`config.mk`:
```
export PLATFORM = sky130hd
export DESIGN_NAME = lc3_alu_pipe_flat
export DESIGN_NICKNAME = d
export VERILOG_FILES = /design/src/rtl/lc3_alu_pipe_if.sv /design/src/rtl/lc3_alu_pipe.sv /design/src/flat_wrapper.sv
export SDC_FILE = /design/constraint.sdc
export NUM_CORES = 1
export LEC_CHECK = 0
export ABC_AREA = 1
export ABC_CLOCK_PERIOD_IN_PS = 3300
export CAP_MARGIN = 10
export CORE_UTILIZATION = 45
export DETAILED_ROUTE_END_ITERATION = 16
export GPL_ROUTABILITY_DRIVEN = 0
export PLACE_DENSITY = 0.69
export SLEW_MARGIN = 20
export SYNTH_ARGS = -nofsm -noshare
export SYNTH_HDL_FRONTEND = slang
export SYNTH_SLANG_ARGS = --single-unit
```
`constraint.sdc`:
```
create_clock -name clk -period 3.3 [get_ports clk]
set_input_delay 0.495 -clock clk [delete_from_list [all_inputs] [get_ports clk]]
set_output_delay 0.495 -clock clk [all_outputs]
set_load 0.05 [all_outputs]
```
`src/rtl/lc3_alu_pipe_if.sv`:
```
// Request/result handshake bundle for the lc3_alu_pipe execute stage.
// The master is the issuing side; the slave is the ALU.
interface lc3_alu_pipe_if #(
    parameter int unsigned WIDTH = 16
);
    logic             in_valid;
    logic             in_ready;
    logic [2:0]       in_op;
    logic [WIDTH-1:0] in_a;
    logic [WIDTH-1:0] in_b;
    logic             out_valid;
    logic             out_ready;
    logic [WIDTH-1:0] out_result;
    logic [2:0]       out_nzp;
    logic             out_ovf;

    modport master (
        output in_valid, in_op, in_a, in_b, out_ready,
        input  in_ready, out_valid, out_result, out_nzp, out_ovf
    );

    modport slave (
        input  in_valid, in_op, in_a, in_b, out_ready,
        output in_ready, out_valid, out_result, out_nzp, out_ovf
    );
endinterface

```
`src/rtl/lc3_alu_pipe.sv`:
```
// Registered LC-3 execute-stage ALU: single-cycle logic/arith/shift ops,
// iterative shift-add multiply, NZP and signed-add overflow flags.
module lc3_alu_pipe #(
    parameter int unsigned WIDTH = 16
) (
    input  logic          clk,
    input  logic          rst,
    lc3_alu_pipe_if.slave bus
);
    localparam int unsigned SHW = $clog2(WIDTH);

    localparam logic [2:0] OP_ADD = 3'd0;
    localparam logic [2:0] OP_AND = 3'd1;
    localparam logic [2:0] OP_NOT = 3'd2;
    localparam logic [2:0] OP_OR  = 3'd3;
    localparam logic [2:0] OP_XOR = 3'd4;
    localparam logic [2:0] OP_SHL = 3'd5;
    localparam logic [2:0] OP_SRA = 3'd6;
    localparam logic [2:0] OP_MUL = 3'd7;

    typedef enum logic [0:0] {S_IDLE, S_MUL} state_e;

    state_e             state_q;
    logic [WIDTH-1:0]   mcand_q;
    logic [WIDTH-1:0]   mplier_q;
    logic [WIDTH-1:0]   acc_q;
    logic [SHW-1:0]     cnt_q;
    logic               out_valid_q;
    logic [WIDTH-1:0]   out_result_q;
    logic [2:0]         out_nzp_q;
    logic               out_ovf_q;

    logic               accept;
    logic [SHW-1:0]     shamt;
    logic [WIDTH-1:0]   sum;
    logic signed [WIDTH-1:0] a_s;
    logic [WIDTH-1:0]   alu_res_d;
    logic               alu_ovf_d;
    logic [WIDTH-1:0]   acc_d;

    function automatic logic [2:0] nzp_of(input logic [WIDTH-1:0] r);
        return {r[WIDTH-1], r == '0, ~r[WIDTH-1] & (r != '0)};
    endfunction

    // A consumed result frees the slot in the same cycle.
    assign bus.in_ready = ~rst & (state_q == S_IDLE) & (~out_valid_q | bus.out_ready);
    assign accept       = bus.in_valid & bus.in_ready;

    assign bus.out_valid  = out_valid_q;
    assign bus.out_result = out_result_q;
    assign bus.out_nzp    = out_nzp_q;
    assign bus.out_ovf    = out_ovf_q;

    // Single-cycle op datapath, evaluated on the live request.
    always_comb begin
        alu_res_d = '0;
        alu_ovf_d = 1'b0;
        shamt     = bus.in_b[SHW-1:0];
        sum       = bus.in_a + bus.in_b;
        a_s       = bus.in_a;
        case (bus.in_op)
            OP_ADD: begin
                alu_res_d = sum;
                alu_ovf_d = (bus.in_a[WIDTH-1] == bus.in_b[WIDTH-1]) &
                            (sum[WIDTH-1] != bus.in_a[WIDTH-1]);
            end
            OP_AND:  alu_res_d = bus.in_a & bus.in_b;
            OP_NOT:  alu_res_d = ~bus.in_a;
            OP_OR:   alu_res_d = bus.in_a | bus.in_b;
            OP_XOR:  alu_res_d = bus.in_a ^ bus.in_b;
            OP_SHL:  alu_res_d = bus.in_a << shamt;
            OP_SRA:  alu_res_d = a_s >>> shamt;
            default: alu_res_d = '0;
        endcase
    end

    assign acc_d = acc_q + (mplier_q[0] ? mcand_q : '0);

    always_ff @(posedge clk) begin
        if (rst) begin
            state_q      <= S_IDLE;
            mcand_q      <= '0;
            mplier_q     <= '0;
            acc_q        <= '0;
            cnt_q        <= '0;
            out_valid_q  <= 1'b0;
            out_result_q <= '0;
            out_nzp_q    <= 3'b010;
            out_ovf_q    <= 1'b0;
        end else begin
            if (out_valid_q && bus.out_ready) begin
                out_valid_q <= 1'b0;
            end
            case (state_q)
                S_IDLE: begin
                    if (accept) begin
                        if (bus.in_op == OP_MUL) begin
                            mcand_q  <= bus.in_a;
                            mplier_q <= bus.in_b;
                            acc_q    <= '0;
                            cnt_q    <= '0;
                            state_q  <= S_MUL;
                        end else begin
                            out_result_q <= alu_res_d;
                            out_nzp_q    <= nzp_of(alu_res_d);
                            out_ovf_q    <= alu_ovf_d;
                            out_valid_q  <= 1'b1;
                        end
                    end
                end
                S_MUL: begin
                    // One shift-add step per cycle; the last step writes the output.
                    acc_q    <= acc_d;
                    mcand_q  <= mcand_q << 1;
                    mplier_q <= mplier_q >> 1;
                    cnt_q    <= cnt_q + SHW'(1);
                    if (cnt_q == SHW'(WIDTH - 1)) begin
                        out_result_q <= acc_d;
                        out_nzp_q    <= nzp_of(acc_d);
                        out_ovf_q    <= 1'b0;
                        out_valid_q  <= 1'b1;
                        state_q      <= S_IDLE;
                    end
                end
                default: state_q <= S_IDLE;
            endcase
        end
    end
endmodule

```
`src/flat_wrapper.sv`:
```
// flat-port wrapper written by rule: the top's interface ports become plain ports
module lc3_alu_pipe_flat 
#(
    parameter int unsigned WIDTH = 16
)
  (clk, rst, bus_in_valid, bus_in_op, bus_in_a, bus_in_b, bus_out_ready, bus_in_ready, bus_out_valid, bus_out_result, bus_out_nzp, bus_out_ovf);
  lc3_alu_pipe_if #(.WIDTH(WIDTH)) bus_i ();
  input  logic clk;
  input  logic rst;
  input wire logic [$bits(bus_i.in_valid)-1:0] bus_in_valid;
  input wire logic [$bits(bus_i.in_op)-1:0] bus_in_op;
  input wire logic [$bits(bus_i.in_a)-1:0] bus_in_a;
  input wire logic [$bits(bus_i.in_b)-1:0] bus_in_b;
  input wire logic [$bits(bus_i.out_ready)-1:0] bus_out_ready;
  output wire logic [$bits(bus_i.in_ready)-1:0] bus_in_ready;
  output wire logic [$bits(bus_i.out_valid)-1:0] bus_out_valid;
  output wire logic [$bits(bus_i.out_result)-1:0] bus_out_result;
  output wire logic [$bits(bus_i.out_nzp)-1:0] bus_out_nzp;
  output wire logic [$bits(bus_i.out_ovf)-1:0] bus_out_ovf;
  assign bus_i.in_valid = bus_in_valid;
  assign bus_i.in_op = bus_in_op;
  assign bus_i.in_a = bus_in_a;
  assign bus_i.in_b = bus_in_b;
  assign bus_i.out_ready = bus_out_ready;
  assign bus_in_ready = bus_i.in_ready;
  assign bus_out_valid = bus_i.out_valid;
  assign bus_out_result = bus_i.out_result;
  assign bus_out_nzp = bus_i.out_nzp;
  assign bus_out_ovf = bus_i.out_ovf;
  lc3_alu_pipe #(.WIDTH(WIDTH)) u_core (.clk(clk), .rst(rst), .bus(bus_i));
endmodule
```
==> results of run 1 <==
-- metrics by stage --
| step | total power, uW | setup slack [ns] |
|---|---|---|
| 2_1_floorplan | 1650 | 0.3810 |
| 3_3_place_gp | 1992 | 0.1425 |
| 3_5_place_dp | 1993 | 0.1776 |
| 4_1_cts | 2988 | 0.4770 |
| 5_1_grt | 3143 | 0.1290 |
| 6_report | 2996 | 0.4426 |
-- synthesized netlist by cell type --
cell / number
buf_1: 6
or2_2: 6
a21o_1: 1
nor3_1: 10
nor4_1: 1
o22ai_1: 7
and3_1: 1
xor2_1: 2
and2_1: 6
nand3_2: 2
nand2_1: 468
o211ai_2: 1
buf_2: 16
nand3b_1: 7
o21ai_0: 27
nand4_1: 20
dfxtp_1: 73
buf_4: 5
nand2_2: 1
inv_1: 132
xnor2_1: 3
a211oi_1: 1
a21oi_1: 63
a31oi_1: 41
fa_1: 2
clkinv_1: 2
o21a_1: 1
ha_1: 49
nor2_2: 1
clkbuf_1: 25
nor2_1: 66
o211ai_1: 9
o21ai_1: 2
inv_2: 7
o2111ai_1: 4
nand3_1: 171
o221ai_1: 1
-- flip-flops by register name (all words and copies together), names as in the netlist --
register	flops
u_core.bus.out_ovf	1
u_core.mplier_q	16
u_core.acc_q	16
u_core.state_q	1
u_core.bus.out_nzp	2
u_core.cnt_q	4
u_core.bus.out_result	16
u_core.bus.out_valid	1
u_core.mcand_q	16
-- placed cells by master (no fill, tap or decap), types with 2 or more instances in the layout --
| cell type | count |
|---|---|
| a21oi_1 | 63 |
| a31oi_1 | 41 |
| and2_1 | 6 |
| buf_4 | 41 |
| clkbuf_16 | 9 |
| clkdlybuf4s50_1 | 59 |
| clkinv_1 | 2 |
| clkinvlp_4 | 2 |
| dfxtp_1 | 72 |
| fa_1 | 2 |
| ha_1 | 49 |
| inv_1 | 132 |
| inv_2 | 7 |
| inv_6 | 3 |
| nand2_1 | 468 |
| nand3_1 | 171 |
| nand3_2 | 2 |
| nand3b_1 | 7 |
| nand4_1 | 20 |
| nor2_1 | 66 |
| nor3_1 | 10 |
| o2111ai_1 | 4 |
| o211ai_1 | 9 |
| o21ai_0 | 27 |
| o21ai_1 | 2 |
| o22ai_1 | 7 |
| or2_2 | 6 |
| xnor2_1 | 3 |
| xor2_1 | 2 |
-- power by group through the flow --
| stage | clock (uW) | sequential, uW | combinational, uW |
|---|---|---|---|
| floorplan | 0 | 1110 | 544 |
| global placement | 0 | 991 | 1000 |
| detailed placement | 0 | 991 | 1000 |
| CTS | 1010 | 972 | 1010 |
| global route | 1050 | 977 | 1120 |
| finish | 1000 | 972 | 1020 |
-- routing by layer --
layer	GRT usage, %	routed length, um	vias to the layer above
met3	5.276	1813	36
met4	9.664	595	0
met2	48.48	10670	323
met1	40.03	10430	3724
li1	-	-	4199
met5	0	0	-
-- final timing paths --
check | startpoint | to | slack, ns | depth (start not counted)
max | u_core.mplier_q[0] | u_core.bus.out_nzp[1] | 0.44 | 15
min | u_core.mplier_q[15] | u_core.mplier_q[15] | 0.46 | 2
max reg2reg | u_core.mplier_q[0] | u_core.bus.out_nzp[1] | 0.44 | 15
min reg2reg | u_core.mplier_q[15] | u_core.mplier_q[15] | 0.46 | 2
-- layout make-up --
cell class / count / area, sq um / area share [%]
Multi-Input combinational cell: 974 / 4812 / 58.17
Timing Repair Buffer: 101 / 903.4 / 10.92
Tap cell: 211 / 264.0 / 3.191
Inverter: 141 / 529.3 / 6.397
Sequential cell: 73 / 1463 / 17.68
Clock inverter: 7 / 76.32 / 0.9226
Clock buffer: 9 / 225.2 / 2.722
-- worst reg2reg max path: stages, from the launching register on --
cell	delay [ns]
dfxtp_1	0.47
nand2_1	0.09
inv_1	0.06
ha_1	0.24
inv_1	0.08
fa_1	0.43
inv_1	0.09
nand4_1	0.09
nand2_1	0.17
xnor2_1	0.21
nand3_1	0.13
nor3_1	0.25
nand4_1	0.22
nand2_1	0.12
nand3_1	0.08
nand2_1	0.08
-- logic make-up (layout without fill, tap and decap cells) --
kind of cell    count (synthesis)  after routing  share of synthesized area, %
compound gates                158            158                         12.89
simple gates                  760            760                         45.59
fa+ha+maj                      51             51                         9.282
buf+inv                       193            258                         10.85
flops                          73             73                         20.77
xor+xnor                        5              5                        0.6224
==> results.md, run 1 <==
- Outcome: finished, final reports clean
- MaxCap Viol Count: 0
- Num CTS Buffers: 9
- Clk pwr share: 33.5%
- IO Pins: 61
- Pint: 1859 uW
- Core box area: 15260 sq um
- Worst path slowest cell: dfxtp_1
- Die area: 16140 sq um
- Post-synthesis cell type count: 37
- Max incr delay on CP: 0.47 ns
- Starting Density: 46.12%
- Worst Setup End Kind: register
- Rows: 45
- CP Data Arrival Time: 3.15 ns
- Non-Filler Instances: 1516
- #FFs+latches synth: 73
- Routed WL: 23510 um
- Synth top area share: 24.96%
- Final Critical Period: 2.857 ns
- Yosys warnings: 0
- CP dominant cell by count: nand2_1
- P per Cell Area: 362.2 nW/um^2
- RSZ-0062 raised after global routing: no
- Dpl hpwl: 18580 um
- Placed Cells: 1500
- Highest clock rate: 350.0 MHz
- Via count: 8282
- CP max FO: 9
- Minimum hold slack: 0.4646 ns
- Via density per instance: 5.463
- Period utilization: 86.59%
- Max VDD drop: 0.2931 mV
- H-tree Lvls: 3
- Postcts setup bufs: 0
- Clock root buffer: clkbuf_16
- Final setup fails: 0
- Critical path class: reg2reg
- Pins Over Slew Limit: 0
- Leading area contributor after synthesis: nand2_1
- Net count, final: 1390
- DR iter-0 viols: 685
- Pleak: 0.004040 uW
- PortBufs: 60
- Post-DRT Antenna Nets: 0
- CP required: 3.59 ns
- Die height: 127.1 um
- Area delta synth->final: 17.57%
- Clk slew on worst S/H paths: 0.06 ns
- Syn Area/Cell: 5.675 sq um
- Clk_lat worst skew: 0.34 ns
- TritonCTS clock tree: done
- Total gr overflow: 0
- Final core utilization: 54.22%
- Worst slew pin tran: 0.8760 ns
- Hold Vio Cnt, Final: 0
- Sum Neg Setup Slack: 0 ns
- CTS Buffer Depth: 2
- First-pass GRT wire length: 38100 um
- Crit-path cells: nand2_1 -> inv_1 -> ha_1 -> inv_1 -> fa_1 -> inv_1 -> nand4_1 -> nand2_1 -> xnor2_1 -> nand3_1 -> nor3_1 -> nand4_1 -> nand2_1 -> nand3_1 -> nand2_1
- Hold buffers post-CTS: 0
- Syn_nets: 1330
- Cell Area, Placed: 7971 sq um
- Buf/Inv on CP: 3
- Gr usage total: 29.84%
- Pin count of the biggest net entering global routing: 56
- Die Width: 127.1 um
- CP delay by family, top: simple AND/OR/NAND/NOR gates
- First drt pass iteration count: 6
- Synth area leaders: nand2_1 25%, dfxtp_1 21%, nand3_1 12%
- Net load switching power: 1137 uW
- DRC violations left: 0
- Filler Cells Inserted: 1567
- Startpoint Class: register
- Post-route cell area: 8273 sq um
- Worst Skew: 0.007126 ns
- Layout cells sized above 1: 5.900%
- Initial antenna violation count: 0
- Final antenna diode count: 0
- Post-Syn Instances: 1240
- Comb power frac: 34.0%
- Hold Path Class: reg2reg
- Wirelength per Cell: 15.51 um
- PostCTS Resize Cnt: 0
- CTS sink count: 73
- Vias in the first global route: 7453
- Register area share after synthesis: 20.77%
- Relative slew margins: 41.15%
- Synth Cell Area: 7037 sq um
- Sequential power share: 32.4%
- Sw frac: 37.96%
No activity file was read; power rests on OpenSTA's default activity.
==> run 2: changes to the inputs <==
- CORE_MARGIN: default -> 1.5
==> results.md, run 2 (synthesis gave the netlist of run 1 again) <==
- CTS Buffer Depth: 2
- Hold Path Class: reg2reg
- Clk slew on worst S/H paths: 0.06 ns
- Die height: 128.1 um
- Die area: 16400 sq um
- Max VDD drop: 0.3056 mV
- Hold depth: 2
- H-tree Lvls: 3
- Clock root buffer: clkbuf_16
- Layout cells sized above 1: 5.972%
- Cell Area, Placed: 7986 sq um
- Commonest non-fill, non-tap cell in the layout: nand2_1
- Net count, final: 1392
- DRC violations left: 0
- Num CTS Buffers: 9
- Post-DRT Antenna Nets: 0
- Dpl hpwl: 18560 um
- PortBufs: 60
- Startpoint Class: primary input
- Die Width: 128.1 um
- Most frequent cells in the layout: 468 x nand2_1, 171 x nand3_1, 132 x inv_1
- CP max FO: 7
- CP Data Arrival Time: 3.11 ns
- DR iter-0 viols: 779
- Initial antenna violation count: 0
- Vias in the first global route: 7434
- Hold Vio Cnt, Final: 0
- Routed WL: 23730 um
- Final antenna diode count: 0
- Worst slew pin tran: 0.8489 ns
- Wirelength per Cell: 15.64 um
- Sum Neg Setup Slack: 0 ns
- Via density per instance: 5.483
- Worst Skew: 0.01118 ns
- Clk_lat worst skew: 0.34 ns
- P per Cell Area: 380.6 nW/um^2
- Worst r2r path cells: 17
- Area delta synth->final: 18.65%
- Rows: 45
- Worst Setup End Kind: register
- Pin count of the biggest net entering global routing: 56
- TritonCTS clock tree: done
- Hold buffers post-CTS: 0
- First-pass GRT wire length: 38500 um
- MaxCap Viol Count: 0
- Core box area: 15260 sq um
- Starting Density: 46.12%
- CP required: 3.51 ns
- Highest clock rate: 345.1 MHz
- Pins Over Slew Limit: 0
- Final Critical Period: 2.898 ns
- Pleak: 0.004080 uW
- First drt pass iteration count: 5
- Gr usage total: 29.87%
- RSZ-0062 raised after global routing: no
- CTS sink count: 73
- Period utilization: 87.82%
- Postcts setup bufs: 0
- Outcome: finished, final reports clean
- Post-route cell area: 8349 sq um
- Critical path class: in2reg
- IO Pins: 61
- Relative slew margins: 43.33%
- Via count: 8318
- Final setup fails: 0
- PostCTS Resize Cnt: 0
- Total gr overflow: 0
==> run 2: path summary, 6_finish.rpt <==
kind,start,end,slack [ns]
setup / recovery,bus_in_b[3],u_core.bus.out_nzp[0],0.40
hold / removal,u_core.acc_q[2],u_core.acc_q[2],0.47
setup reg to reg,u_core.mplier_q[0],u_core.bus.out_nzp[0],0.53
hold reg to reg,u_core.acc_q[2],u_core.acc_q[2],0.47
==> run 2: layout make-up <==
cell class | instances | area (sq um)
tap | 211 | 264.0
inverter | 141 | 529.3
clock inverter | 5 | 128.9
fill | 1574 | 6909
clock buffer | 10 | 229.0
multi-input combinational | 974 | 4817
timing repair buffer | 103 | 918.4
sequential | 73 | 1463
==> run 2: critical path, cell delays in order <==
cell and delay, ns:
clkdlybuf4s50_1 0.49, clkinv_1 0.10, ha_1 0.40, nand2_1 0.16, inv_1 0.05, nand2_1 0.06
nand3_1 0.16, o21ai_0 0.39, nand3_1 0.23, nor2_1 0.14, nand2_1 0.05, nor2_1 0.13
nand3_1 0.09, nand2_1 0.08, a21oi_1 0.06
==> run 2: report_power, final <==
part	internal [uW]	switching, uW	total [uW]
sequential	932	48.6	981
clock	812	372	1180
combinational	337	676	1010
==> run 2: metal layers <==
| metal | global-route usage, % | up-vias | wire length [um] | part of all wire (%) |
|---|---|---|---|---|
| li1 | - | 4196 | - | - |
| met1 | 41.07 | 3739 | 10470 | 44 |
| met2 | 48.32 | 336 | 10710 | 45 |
| met3 | 4.674 | 47 | 1927 | 8.1 |
| met4 | 8.658 | 0 | 631 | 2.7 |
| met5 | 0 | - | 0 | 0 |
==> run 2: per-stage QoR <==
stage | util (%) | std cells | total power [uW] | setup slack, ns | hold slack [ns]
after floorplan | - | 1240 | 1650 | 0.3810 | 0.4403
after global placement | 52.34 | 1502 | 1989 | 0.1313 | 0.4533
after detailed placement | 52.34 | 1502 | 1992 | 0.1251 | 0.4581
after CTS | 54.69 | 1517 | 3175 | 0.4551 | 0.4675
after global routing | 54.72 | 1517 | 3334 | 0.1474 | 0.4822
final | 54.72 | 1517 | 3178 | 0.4021 | 0.4656
==> run 3: changes to the inputs <==
- CTS_CLUSTER_DIAMETER: default -> 100
==> results of run 3 <==
Final layout, timing and power as in run 2 (identical DEF).
